`src/rtl/get_target_tracker.sv`:
```
// N-channel target tracker: samples raw detector results once per frame and
// applies temporal smoothing, jump re-acquisition and loss hysteresis.
module get_target_tracker #(
    parameter int NUM_TARGETS   = 4,
    parameter int SCREEN_WIDTH  = 1280,
    parameter int SCREEN_HEIGHT = 720,
    parameter int SMOOTH_SHIFT  = 1,
    parameter int JUMP_THRES    = 64,
    parameter int HOLD_FRAMES   = 3,
    parameter int FRAME_CNT_W   = 16,
    localparam int X_W = $clog2(SCREEN_WIDTH),
    localparam int Y_W = $clog2(SCREEN_HEIGHT) + 1
) (
    input  logic                         clk_in,
    input  logic                         rst_in,
    input  logic                         vsync_in,
    input  logic [NUM_TARGETS*X_W-1:0]   xcount_in,
    input  logic [NUM_TARGETS*Y_W-1:0]   ycount_in,
    input  logic [NUM_TARGETS*Y_W-1:0]   diameter_in,
    input  logic [NUM_TARGETS-1:0]       valid_in,
    output logic [NUM_TARGETS*X_W-1:0]   xcount_out,
    output logic [NUM_TARGETS*Y_W-1:0]   ycount_out,
    output logic [NUM_TARGETS*Y_W-1:0]   diameter_out,
    output logic [NUM_TARGETS-1:0]       valid_out,
    output logic                         frame_strobe_out,
    output logic [FRAME_CNT_W-1:0]       frame_count_out
);

    localparam int F_W   = (X_W > Y_W) ? X_W : Y_W;
    localparam int AGE_W = (HOLD_FRAMES > 0) ? $clog2(HOLD_FRAMES + 1) : 1;

    localparam logic [F_W:0]       JUMP = (F_W+1)'(JUMP_THRES);
    localparam logic [AGE_W-1:0]   HOLD = AGE_W'(HOLD_FRAMES);

    function automatic logic signed [F_W:0] delta(
        input logic [F_W-1:0] raw,
        input logic [F_W-1:0] old
    );
        return $signed({1'b0, raw}) - $signed({1'b0, old});
    endfunction

    // Step lies between 0 and the full difference, so F_W bits suffice.
    function automatic logic [F_W-1:0] smooth(
        input logic [F_W-1:0] raw,
        input logic [F_W-1:0] old
    );
        logic signed [F_W:0] d;
        logic signed [F_W:0] step;
        d    = delta(raw, old);
        step = d >>> SMOOTH_SHIFT;
        return old + step[F_W-1:0];
    endfunction

    function automatic logic is_jump(
        input logic [F_W-1:0] raw,
        input logic [F_W-1:0] old
    );
        logic signed [F_W:0] d;
        logic [F_W:0]        mag;
        d   = delta(raw, old);
        mag = d[F_W] ? $unsigned(-d) : $unsigned(d);
        return mag > JUMP;
    endfunction

    logic vs_q;
    logic armed_q;
    logic frame_evt;

    // armed_q keeps a vsync already high at reset release from counting.
    assign frame_evt = vsync_in & ~vs_q & armed_q;

    always_ff @(posedge clk_in or posedge rst_in) begin
        if (rst_in) begin
            vs_q             <= 1'b0;
            armed_q          <= 1'b0;
            frame_strobe_out <= 1'b0;
            frame_count_out  <= '0;
        end else begin
            vs_q             <= vsync_in;
            frame_strobe_out <= frame_evt;
            if (!vsync_in)
                armed_q <= 1'b1;
            if (frame_evt)
                frame_count_out <= frame_count_out + 1'b1;
        end
    end

    for (genvar i = 0; i < NUM_TARGETS; i++) begin : g_ch
        logic [X_W-1:0]   x_q;
        logic [Y_W-1:0]   y_q;
        logic [Y_W-1:0]   d_q;
        logic             v_q;
        logic [AGE_W-1:0] age_q;
        logic [AGE_W-1:0] age_nx;
        logic [X_W-1:0]   x_raw;
        logic [Y_W-1:0]   y_raw;
        logic [Y_W-1:0]   d_raw;
        logic             reload;

        assign x_raw = xcount_in[i*X_W +: X_W];
        assign y_raw = ycount_in[i*Y_W +: Y_W];
        assign d_raw = diameter_in[i*Y_W +: Y_W];

        assign reload = ~v_q
                      | is_jump(F_W'(x_raw), F_W'(x_q))
                      | is_jump(F_W'(y_raw), F_W'(y_q));

        assign age_nx = (age_q >= HOLD) ? HOLD : age_q + 1'b1;

        always_ff @(posedge clk_in or posedge rst_in) begin
            if (rst_in) begin
                x_q   <= '0;
                y_q   <= '0;
                d_q   <= '0;
                v_q   <= 1'b0;
                age_q <= '0;
            end else if (frame_evt) begin
                if (valid_in[i]) begin
                    age_q <= '0;
                    v_q   <= 1'b1;
                    if (reload) begin
                        x_q <= x_raw;
                        y_q <= y_raw;
                        d_q <= d_raw;
                    end else begin
                        x_q <= X_W'(smooth(F_W'(x_raw), F_W'(x_q)));
                        y_q <= Y_W'(smooth(F_W'(y_raw), F_W'(y_q)));
                        d_q <= Y_W'(smooth(F_W'(d_raw), F_W'(d_q)));
                    end
                end else begin
                    age_q <= age_nx;
                    v_q   <= v_q & (age_nx != HOLD);
                end
            end
        end

        assign xcount_out[i*X_W +: X_W]   = x_q;
        assign ycount_out[i*Y_W +: Y_W]   = y_q;
        assign diameter_out[i*Y_W +: Y_W] = d_q;
        assign valid_out[i]               = v_q;
    end

endmodule

```
`config.mk`:
```
export PLATFORM = sky130hd
export DESIGN_NAME = get_target_tracker
export DESIGN_NICKNAME = d
export VERILOG_FILES = /design/src/rtl/get_target_tracker.sv
export SDC_FILE = /design/constraint.sdc
export NUM_CORES = 1
export LEC_CHECK = 0
export BUFFER_PORTS_ARGS = -buffer_cell sky130_fd_sc_hd__buf_2
export CORE_AREA = 8 8 188 190
export CTS_CLUSTER_SIZE = 40
export DETAILED_ROUTE_END_ITERATION = 16
export DIE_AREA = 0 0 196 198
export PLACE_DENSITY = 0.9
export SLEW_MARGIN = 5
export SYNTH_ARGS = -nofsm -noshare
export SYNTH_HDL_FRONTEND = slang
export SYNTH_SLANG_ARGS = --single-unit
```
`constraint.sdc`:
```
create_clock -name clk_in -period 6.65 [get_ports clk_in]
set_input_delay 0.3325 -clock clk_in [delete_from_list [all_inputs] [get_ports clk_in]]
set_output_delay 0.3325 -clock clk_in [all_outputs]
set_load 0.02 [all_outputs]
```
==> impl_metrics.csv, run 1 <==
group,metric,value,unit
cts,clk_path_buf_depth,2,
hold_path,hold_path.class,"primary input to flip-flop",
layout,layout.nets,2984,
synthesis,synth-edff-count,0,
layout,syn_to_final_growth,12.0,%
cts,root_buffer,"clkbuf_16",
placed_design,io_buffers,291,
synthesis,synth-seq-area-share,0.213,
synthesis,synth_area_leaders,"dfrtp_1, ha_1, xnor2_1",
critical_path,cpPeakStageDelay,0.62,ns
routing,via_per_inst,6.19,
critical_path,worst_ep_required_time,7.02,ns
critical_path,r2r_end,"g_ch[2].d_q[6]",
routing,antenna_left,0,
sta,rsz0062_at_grt,"no",
die,core_area,0.0322,mm2
global_routing,grt-ovfl-total,0,
hold_path,hold_depth,2,
placed_design,gp_congestion,0.936,
sta,min_period,5.00,ns
routing,drt-wirelength-per-cell,18.1,um
synthesis,synthAdderAreaFrac,0.191,
synthesis,synth.largest_area_cell,"dfrtp_1",
power_and_ir_drop,pwr-share-clk,0.133,
die,boundaryPins,292,
synthesis,yosys.area.top_type_share,0.213,
cts,clock-sinks,163,
critical_path,critical_path_arrival,5.37,ns
hold_path,worstHoldStart,"valid_in[0]",
placed_design,dp_hpwl,42.2,mm
synthesis,yosys.area_share.simple,0.170,
sta,worst_slew_pin_slew,1.18,ns
critical_path,ff2ff_setup_slack,1.65,ns
run,cap_violations,0,
power_and_ir_drop,ir_drop,0.187,mV
cts,cts_buffers,17,
routing,drc_errors,0,
critical_path,path_class,"flip-flop to flip-flop",
cts,h-tree-depth,4,
synthesis,ys_ff_latch,163,
placed_design,dpl-instance-area,0.0209,mm2
cts,postCtsHoldBufs,1,
sta,timing.setup.tns,0,ns
power_and_ir_drop,p_per_area,342,mW/mm2
sta,slew_viol_final,0,
power_and_ir_drop,intPower,0.00375,W
synthesis,synth_compound_area_frac,0.229,
synthesis,syn-num-nets,2732,
cts,clkSlewWorstSetupHoldPaths,0.07,ns
die,dieHeight,198,um
synthesis,avgSynthCellArea,8.26,um2
global_routing,grt_max_degree,102,
global_routing,first_global_vias,19000,
layout,post-route-cell-area,0.0215,mm2
routing,wirelength,54.1,mm
die,die_area,0.0388,mm2
cts,post_cts_buffers,0,
critical_path,start_kind,"flip-flop",
layout,fin_util,0.666,
synthesis,ys_warn_count,0,
sta,skew,0.00961,ns
critical_path,crit_chain,"ha_1 -> inv_1 -> fa_1 -> xor2_1 -> or3b_2 -> a2111oi_0 -> nand2b_1 -> o311a_1 -> a211oi_1 -> o2111ai_4 -> buf_4 -> or3_1 -> o211ai_1",
die,row_count,66,
layout,final_cell_mix,"buf_2, ha_1, nand2_1",
power_and_ir_drop,leakagePower,10.5,nW
sta,layout_setup_ws,1.65,ns
power_and_ir_drop,p_sw_frac,0.488,
global_routing,grt_first_pass_wirelength,88.9,mm
sta,relSlewSlack,0.210,
die,start_util,0.595,
hold_path,min_to,"g_ch[0].age_q[0]",
synthesis,synth-main-ff-cell,"dfrtp_1",
die,die_x,196,um
routing,first_pass_iters,5,
sta,fmax,0.200,GHz
sta,finalSetupViolations,0,
power_and_ir_drop,p_switching,0.00358,W
critical_path,path_max_fanout,42,
synthesis,synth_cells,2320,
critical_path,worstSetupEndpointType,"flip-flop",
critical_path,worst_path_max_delay_cell,"a2111oi_0",
critical_path,r2r_start,"g_ch[2].x_q[0]",
synthesis,synth_top_family_by_area,"compound AO/OA/AOI/OAI gates",
synthesis,synth-async-reset-ratio,1.00,
global_routing,antenna_found_initial,1,
synthesis,synth_mux_area_frac,0.0426,
routing,vias,18500,
cts,cts_tree,"built",
cts,clock_latency,0.45,ns
placed_design,dp_slack,1.62,ns
layout,fillers,2554,
synthesis,ys_types,83,
global_routing,track_usage,0.270,
layout,layout_commonest_cell,"buf_2",
critical_path,rr_worst_depth,13,
synthesis,netlist_area,0.0192,mm2
synthesis,synthXorXnorAreaFrac,0.0964,
sta,hold_violations,0,
power_and_ir_drop,power.share.sequential,0.188,
routing,drt_iter0_markers,1232,
layout,drive_above_1_share,0.145,
status,status,"finished clean",
power_and_ir_drop,combPwrFrac,0.679,
cts,ctsResizeCount,0,
sta,finalCritPeriodShare,0.752,
[worst max path at each step]
stage	startpoint	end	slack (ns)	depth (start not counted)
after CTS	g_ch[2].x_q[0]	g_ch[2].d_q[6]	1.65	13
after global placement	xcount_in[22]	g_ch[2].x_q[4]	1.70	15
after global routing	g_ch[2].x_q[0]	g_ch[2].d_q[6]	1.32	13
after detailed placement	xcount_in[22]	g_ch[2].x_q[4]	1.62	15
final	g_ch[2].x_q[0]	g_ch[2].d_q[6]	1.65	13
after floorplan	rst_in	armed_q	1.91	1
[cell type report]
| type | count | area [um2] | area share |
|---|---|---|---|
| Clock buffer | 19 | 443 | 0.0206 |
| Clock inverter | 13 | 105 | 0.00490 |
| Multi-Input combinational cell | 1884 | 14000 | 0.653 |
| Tap cell | 408 | 510 | 0.0238 |
| Antenna cell | 1 | 2.50 | 0.000117 |
| Timing Repair Buffer | 299 | 1520 | 0.0708 |
| Sequential cell | 163 | 4080 | 0.190 |
| Inverter | 207 | 782 | 0.0364 |
[power groups by stage]
| stage | combinational (W) | sequential (W) | clock (W) |
|---|---|---|---|
| finish | 0.00498 | 0.00138 | 0.000973 |
| global route | 0.00550 | 0.00141 | 0.00102 |
| CTS | 0.00493 | 0.00138 | 0.000990 |
| detailed placement | 0.00487 | 0.00139 | 0 |
| global placement | 0.00463 | 0.00138 | 0 |
| floorplan | 0.00362 | 0.00154 | 0 |
[cell usage after synthesis (23+ instances only)]
master,count
o21bai_1,30
inv_1,207
or3_1,39
clkbuf_1,39
nor3_1,56
nor2_1,118
nand2_1,211
dfrtp_1,163
xnor2_1,135
and3_1,23
a21o_1,82
o21ai_1,40
o211ai_1,37
o21ai_0,104
o221ai_1,29
nand2b_1,23
ha_1,249
fa_1,24
a21oi_1,152
mux2i_1,76
nor2b_1,27
xor2_1,74
nand3_1,70
[registers in the layout, indices dropped and copies added (netlist names)]
name	cells
frame_strobe_out	1
g_ch.v_q	4
g_ch.d_q	44
g_ch.x_q	44
g_ch.y_q	44
g_ch.age_q	8
vs_q	1
armed_q	1
frame_count_out	16
[metal layers]
metal  wire [um]  up-vias  track usage
met5          12        -            0
met3        3230      155       0.0492
li1            -     8936            -
met1       22500     8769        0.316
met2       26500      671        0.480
met4        1850        2        0.119
[worst max-delay path: cells and delay by family, from the launching register on]
kind,cells,cell delay (ns)
XOR/XNOR,1,0.22
AO/OA/AOI/OAI,5,2.07
adder cells (fa/ha/maj),2,0.59
buffers and inverters,2,0.51
flip-flops,1,0.42
AND/OR/NAND/NOR,3,1.09
[logic make-up (layout without fill, tap and decap cells)]
| family | count (synthesis) | after routing |
|---|---|---|
| and+or+nand+nor | 658 | 658 |
| adders and majority gates | 279 | 279 |
| muxes | 81 | 81 |
| DFF | 163 | 163 |
| buffers and inverters | 273 | 538 |
| other | 0 | 1 |
| AOI/OAI and AO/OA | 656 | 656 |
| xor gates and xnor gates | 210 | 210 |
[per-stage QoR]
step	cells	hold WS [ns]	power, W
floorplan	2320	0.364	0.00515
global placement	2960	0.449	0.00601
detailed placement	2960	0.455	0.00627
CTS	2993	0.0665	0.00729
global route	2993	0.0902	0.00793
finish	2994	0.0866	0.00734
No activity file was read; power rests on OpenSTA's default activity.
==> inputs of run 2 (changes only) <==
ABC_AREA = 1   (was unset)
CORE_AREA = 8 8 200 202   (was 8 8 188 190)
DIE_AREA = 0 0 208 210   (was 0 0 196 198)
clock period = 4.9 ns   (was 6.65 ns; I/O delays follow)
==> run 2 against run 1 <==
- clock power up 46%
- first-iteration DRC count grew 36%
- global-route usage up 1.3 points
- die area increased by 13%
- worst setup slack got worse by 0.61 ns
- critical path type unchanged
==> impl_metrics.csv, run 2 <==
group,metric,value,unit
status,status,"finished clean",
global_routing,track_usage,0.284,
synthesis,synth.most_common_cell,"nand2_1",
sta,slew_viol_final,0,
global_routing,grt_max_degree,124,
synthesis,yosys.area.top_type_share,0.188,
synthesis,synth_mux_area_frac,0,
layout,final_cell_mix,"nand2_1, inv_1, nand3_1",
global_routing,grt_first_pass_wirelength,106,mm
synthesis,synth-edff-count,0,
synthesis,synth_top_family_by_area,"simple AND/OR/NAND/NOR gates",
cts,root_buffer,"clkbuf_16",
critical_path,worstSetupEndpointType,"flip-flop",
layout,layout_commonest_cell,"nand2_1",
sta,layout_setup_ws,1.04,ns
layout,layout.nets,4246,
routing,wirelength,63.6,mm
sta,relSlewSlack,0.214,
synthesis,synth_cells,3575,
placed_design,gp_congestion,0.949,
layout,syn_to_final_growth,11.0,%
global_routing,grt_use_met1,0.351,
synthesis,ys_ff_latch,163,
synthesis,syn-num-nets,3987,
die,die_area,0.0437,mm2
synthesis,ys_types,43,
synthesis,synth_compound_area_frac,0.0964,
sta,worst_slew_pin_slew,1.17,ns
power_and_ir_drop,power,0.0101,W
sta,timing.setup.tns,0,ns
synthesis,avgSynthCellArea,6.17,um2
global_routing,antenna_found_initial,0,
sta,min_period,3.86,ns
synthesis,synth-main-ff-cell,"dfrtp_1",
sta,rsz0062_at_grt,"no",
layout,multi_input_area,0.0152,mm2
cts,clock_latency,0.45,ns
synthesis,synth.largest_area_cell,"nand2_1",
cts,clkSlewWorstSetupHoldPaths,0.07,ns
cts,cts_buffers,17,
power_and_ir_drop,p_per_area,414,mW/mm2
critical_path,path_max_fanout,33,
cts,h-tree-depth,4,
power_and_ir_drop,ir_drop,0.252,mV
critical_path,start_kind,"flip-flop",
critical_path,path_class,"flip-flop to flip-flop",
routing,via_per_inst,5.50,
placed_design,io_buffers,291,
critical_path,r2r_start,"g_ch[2].y_q[0]",
die,start_util,0.597,
global_routing,grtUsageMet3,0.0490,
synthesis,synthXorXnorAreaFrac,0.0702,
run,cap_violations,0,
cts,cts_tree,"built",
sta,hold_violations,0,
global_routing,first_global_vias,22600,
routing,vias,23700,
synthesis,synthTopCellsByCount,"nand2_1, inv_1, nand3_1",
layout,largestRegisters,"g_ch.d_q: 44 flops, g_ch.x_q: 44 flops, g_ch.y_q: 44 flops",
synthesis,synth-async-reset-ratio,1.00,
die,die_x,208,um
synthesis,synth-seq-area-share,0.185,
synthesis,netlist_area,0.0221,mm2
routing,drc_errors,0,
synthesis,ys_warn_count,0,
sta,finalCritPeriodShare,0.788,
cts,ctsResizeCount,0,
sta,skew,0.0114,ns
routing,drt_iter0_markers,1678,
cts,clock-sinks,163,
critical_path,worst_ep_required_time,5.28,ns
critical_path,critical_path_arrival,4.24,ns
layout,drive_above_1_share,0.100,
critical_path,ff2ff_setup_slack,1.04,ns
sta,finalSetupViolations,0,
layout,fillers,3337,
global_routing,grt_use_met2,0.486,
synthesis,synthAdderAreaFrac,0.163,
layout,regArea,0.00408,mm2
power_and_ir_drop,leakagePower,14.4,nW
sta,fmax,0.259,GHz
global_routing,grt-ovfl-total,0,
placed_design,dp_slack,1.09,ns
routing,antenna_left,0,
die,row_count,71,
die,boundaryPins,292,
global_routing,globalRoute.busiestLayer,"met2",
die,core_area,0.0370,mm2
cts,clk_path_buf_depth,2,
placed_design,dp_hpwl,49.4,mm
cts,post_cts_buffers,0,
critical_path,r2r_end,"g_ch[2].y_q[4]",
routing,first_pass_iters,6,
hold_path,hold_path.class,"primary input to asynchronous set/reset pin",
die,dieHeight,210,um
synthesis,synth_area_leaders,"nand2_1, dfrtp_1, ha_1",
critical_path,rr_worst_depth,18,
synthesis,yosys.area_share.simple,0.359,
routing,drt-wirelength-per-cell,14.7,um
==> run 2: stage by stage <==
| step | std cells | hold WS (ns) | instance area [um2] | util |
|---|---|---|---|---|
| 3_3_place_gp | 4288 | 0.381 | 23900 | 0.646 |
| 3_5_place_dp | 4288 | 0.381 | 23900 | 0.646 |
| 4_1_cts | 4320 | 0.0300 | 24500 | 0.662 |
| 5_1_grt | 4320 | 0.0754 | 24500 | 0.662 |
| 2_1_floorplan | 3575 | 0.276 | 22100 | - |
| 6_report | 4321 | 0.000335 | 24500 | 0.662 |
==> run 2: worst max-delay path by stage <==
| stage | from | to | slack (ns) | depth (start not counted) |
|---|---|---|---|---|
| CTS | g_ch[2].y_q[0] | g_ch[2].y_q[2] | 1.08 | 18 |
| detailed placement | ycount_in[22] | g_ch[2].y_q[2] | 1.09 | 20 |
| global placement | ycount_in[22] | g_ch[2].x_q[4] | 1.24 | 20 |
| floorplan | rst_in | armed_q | 0.25 | 1 |
| finish | g_ch[2].y_q[0] | g_ch[2].y_q[4] | 1.04 | 18 |
| global route | g_ch[2].y_q[0] | g_ch[2].y_q[0] | 0.58 | 18 |
==> run 2: report_power, final <==
group          switching [W]  total, W  internal, W
registers           0.000307   0.00187      0.00157
logic                0.00433   0.00683      0.00250
clock network       0.000614   0.00142     0.000811
total                0.00525    0.0101      0.00488
==> run 2: worst max-delay path: stages, from the launching register on <==
cell	delay [ns]
dfrtp_1	0.40
ha_1	0.16
inv_1	0.07
fa_1	0.42
xnor2_1	0.26
inv_1	0.14
nor2_1	0.14
nand3_1	0.12
nor2_1	0.16
nand3_1	0.14
nand2_1	0.08
nand2_1	0.05
nand2_1	0.05
o21ai_0	0.09
nor2_2	0.50
nand2_2	0.60
nand2_1	0.23
nand3_1	0.08
nand2_1	0.08
==> run 2: layer usage <==
metal | vias up | wire (um)
li1 | 11900 | -
met1 | 10800 | 26900
met2 | 869 | 29800
met3 | 157 | 4620
met4 | 0 | 2260
met5 | - | 0
==> run 2: cell type report <==
cell class / instances / area share
multi-input combinational: 2692 / 0.620
sequential: 163 / 0.167
inverter: 652 / 0.100
timing repair buffer: 308 / 0.0648
tap: 474 / 0.0242
clock buffer: 21 / 0.0184
clock inverter: 10 / 0.00547
antenna: 1 / 0.000102
==> run 2: cell families after synthesis <==
| group | count (synthesis) |
|---|---|
| compound gates | 379 |
| xor+xnor | 175 |
| flops | 163 |
| buf+inv | 720 |
| fa+ha+maj | 273 |
| simple gates | 1865 |
==> run 2: timing repair <==
action | 4_1_cts | 5_1_grt
setup endpoints to repair | 0 | 0
hold endpoints to repair | 2 | 0
hold buffers | 1 | 0
==> inputs of run 3 (changes only) <==
ABC_AREA = 0   (was 1)
CORE_AREA = 8 8 188 190   (was 8 8 200 202)
DIE_AREA = 0 0 196 198   (was 0 0 208 210)
clock period = 4 ns   (was 4.9 ns; I/O delays follow)
==> run 3 against run 2 <==
- the run now ends with hold timing, setup timing left
- worst setup slack lost 1.1 ns
- total power grew 30%
- combinational power grew 33%
- cell area shrank 6.0%
- critical path depth shrank 3
- via count shrank 17%
- global-route usage shrank 0.95 points
- hold slack lost 0.043 ns
- clock power grew 27%
==> impl_metrics.csv, run 3 (same netlist as run 1, synthesis figures left out) <==
group,metric,value,unit
global_routing,grt-ovfl-total,0,
critical_path,critical_path_arrival,4.39,ns
cts,clock_latency,0.45,ns
critical_path,path_max_fanout,6,
power_and_ir_drop,combPwrFrac,0.689,
power_and_ir_drop,leakagePower,11.2,nW
sta,worst_slew_pin_slew,1.43,ns
routing,met1Wirelength,23.5,mm
cts,h-tree-depth,4,
die,die_area,0.0388,mm2
status,status,"finished with violations",
sta,slew_viol_final,0,
cts,root_buffer,"clkbuf_16",
routing,drc_errors,0,
layout,fillers,2249,
global_routing,track_usage,0.274,
routing,top_layer_used,"met4",
die,die_x,196,um
critical_path,worst_ep_required_time,4.33,ns
placed_design,dp_hpwl,42.2,mm
critical_path,path_class,"flip-flop to flip-flop",
cts,cts_buffers,17,
power_and_ir_drop,ir_drop,0.382,mV
power_and_ir_drop,p_sw_frac,0.476,
routing,via_per_inst,6.37,
global_routing,first_global_vias,18800,
critical_path,ff2ff_setup_slack,-0.06,ns
critical_path,rr_worst_depth,15,
die,dieHeight,198,um
sta,fmax,0.246,GHz
cts,clk_path_buf_depth,2,
hold_path,hold_path.class,"primary input to asynchronous set/reset pin",
cts,clock-sinks,163,
sta,timing.setup.tns,-0.424,ns
layout,final_cell_mix,"buf_2, ha_1, nand2_1",
placed_design,gp_congestion,0.963,
sta,min_period,4.06,ns
layout,fin_util,0.714,
global_routing,grt_first_pass_wirelength,90.0,mm
routing,drt-wirelength-per-cell,19.4,um
cts,cts_tree,"built",
sta,hold_violations,25,
placed_design,dp_cells,2998,
sta,hold_ws,-0.0427,ns
routing,met2_length,28.6,mm
power_and_ir_drop,p_switching,0.00630,W
routing,drt_iter0_markers,1498,
sta,layout_setup_ws,-0.0610,ns
critical_path,r2r_end,"g_ch[0].x_q[10]",
power_and_ir_drop,power.share.sequential,0.173,
global_routing,antenna_found_initial,2,
sta,relSlewSlack,0.0442,
sta,skew,0.0132,ns
routing,antenna_left,0,
layout,drive_above_1_share,0.210,
critical_path,r2r_start,"g_ch[0].y_q[0]",
layout,post-route-cell-area,0.0230,mm2
die,boundaryPins,292,
placed_design,dpl-instance-area,0.0213,mm2
layout,syn_to_final_growth,20.1,%
placed_design,io_buffers,291,
placed_design,dp_slack,-0.103,ns
sta,finalSetupViolations,15,
global_routing,grt_max_degree,164,
status,violations,"hold timing, setup timing",
routing,wirelength,59.7,mm
power_and_ir_drop,pwr-share-clk,0.137,
run,cap_violations,0,
routing,vias,19600,
sta,finalCritPeriodShare,1.02,
critical_path,worstSetupEndpointType,"flip-flop",
routing,first_pass_iters,5,
power_and_ir_drop,intPower,0.00692,W
die,start_util,0.595,
die,row_count,66,
layout,layout.nets,3069,
critical_path,start_kind,"flip-flop",
die,core_area,0.0322,mm2
layout,layout_commonest_cell,"buf_2",
power_and_ir_drop,p_per_area,574,mW/mm2
layout,layout.cells.non_filler,3081,
sta,rsz0062_at_grt,"yes",
cts,clkSlewWorstSetupHoldPaths,0.07,ns
routing,met3_length,4.71,mm
layout,largestRegisters,"g_ch.d_q: 44 flops, g_ch.x_q: 44 flops, g_ch.y_q: 44 flops",
[run 3: layout make-up]
class                      count  area (um2)  share of cell area
multi-input combinational   1884       14600               0.635
sequential                   163        4090               0.178
timing repair buffer         384        2400               0.104
inverter                     207         781              0.0339
tap                          408         510              0.0222
clock buffer                  21         460              0.0200
clock inverter                10         156             0.00680
antenna                        4        10.0            0.000435
[run 3: worst max path at each step]
| stage | end | cells past startpoint | from |
|---|---|---|---|
| finish | g_ch[0].x_q[10] | 15 | g_ch[0].y_q[0] |
| global route | g_ch[3].d_q[10] | 19 | g_ch[3].d_q[0] |
| CTS | g_ch[1].x_q[10] | 18 | g_ch[1].x_q[0] |
| detailed placement | g_ch[2].y_q[3] | 16 | xcount_in[22] |
| global placement | g_ch[2].y_q[6] | 16 | xcount_in[22] |
| floorplan | g_ch[1].x_q[10] | 17 | g_ch[1].x_q[1] |
[run 3: power groups by stage]
| stage | clock [W] | sequential, W | combinational [W] |
|---|---|---|---|
| 3_5_place_dp | 0 | 0.00230 | 0.00825 |
| 6_report | 0.00181 | 0.00229 | 0.00911 |
| 3_3_place_gp | 0 | 0.00229 | 0.00786 |
| 2_1_floorplan | 0 | 0.00255 | 0.00602 |
| 4_1_cts | 0.00184 | 0.00228 | 0.00840 |
| 5_1_grt | 0.00188 | 0.00233 | 0.00996 |
[run 3: worst max-delay path: stages (launching register included)]
cell and delay (ns):
dfrtp_1 0.40, ha_2 0.22, inv_2 0.04, fa_2 0.35, buf_4 0.15, xnor2_2 0.19, inv_1 0.08, or4_4 0.55
or4_4 0.55, nor4b_4 0.33, nor3_4 0.10, nor4_4 0.37, buf_6 0.22, buf_12 0.15, a2bb2oi_2 0.14, nand3_1 0.10
[run 3: through the flow]
step                      hold slack (ns)  power (W)
after floorplan                     0.231    0.00857
after global placement              0.336     0.0101
after detailed placement            0.350     0.0105
after CTS                         0.00113     0.0125
after global routing               0.0132     0.0142
final                             -0.0427     0.0132
[run 3: repair_timing]
action                                  in CTS  in global routing
hold endpoints to repair                    10                  0
resized for setup                            8                129
endpoints found under the setup margin      20                125
cloned                                       1                  8
pin swaps                                    5                 40
hold buffers                                 9                  0
buffers inserted                             2                 29
[run 3: metal layers]
layer  track usage  up-vias
li1              -     9115
met1         0.333     9315
met2         0.477      942
met3        0.0487      244
met4         0.110        0
met5             0        -
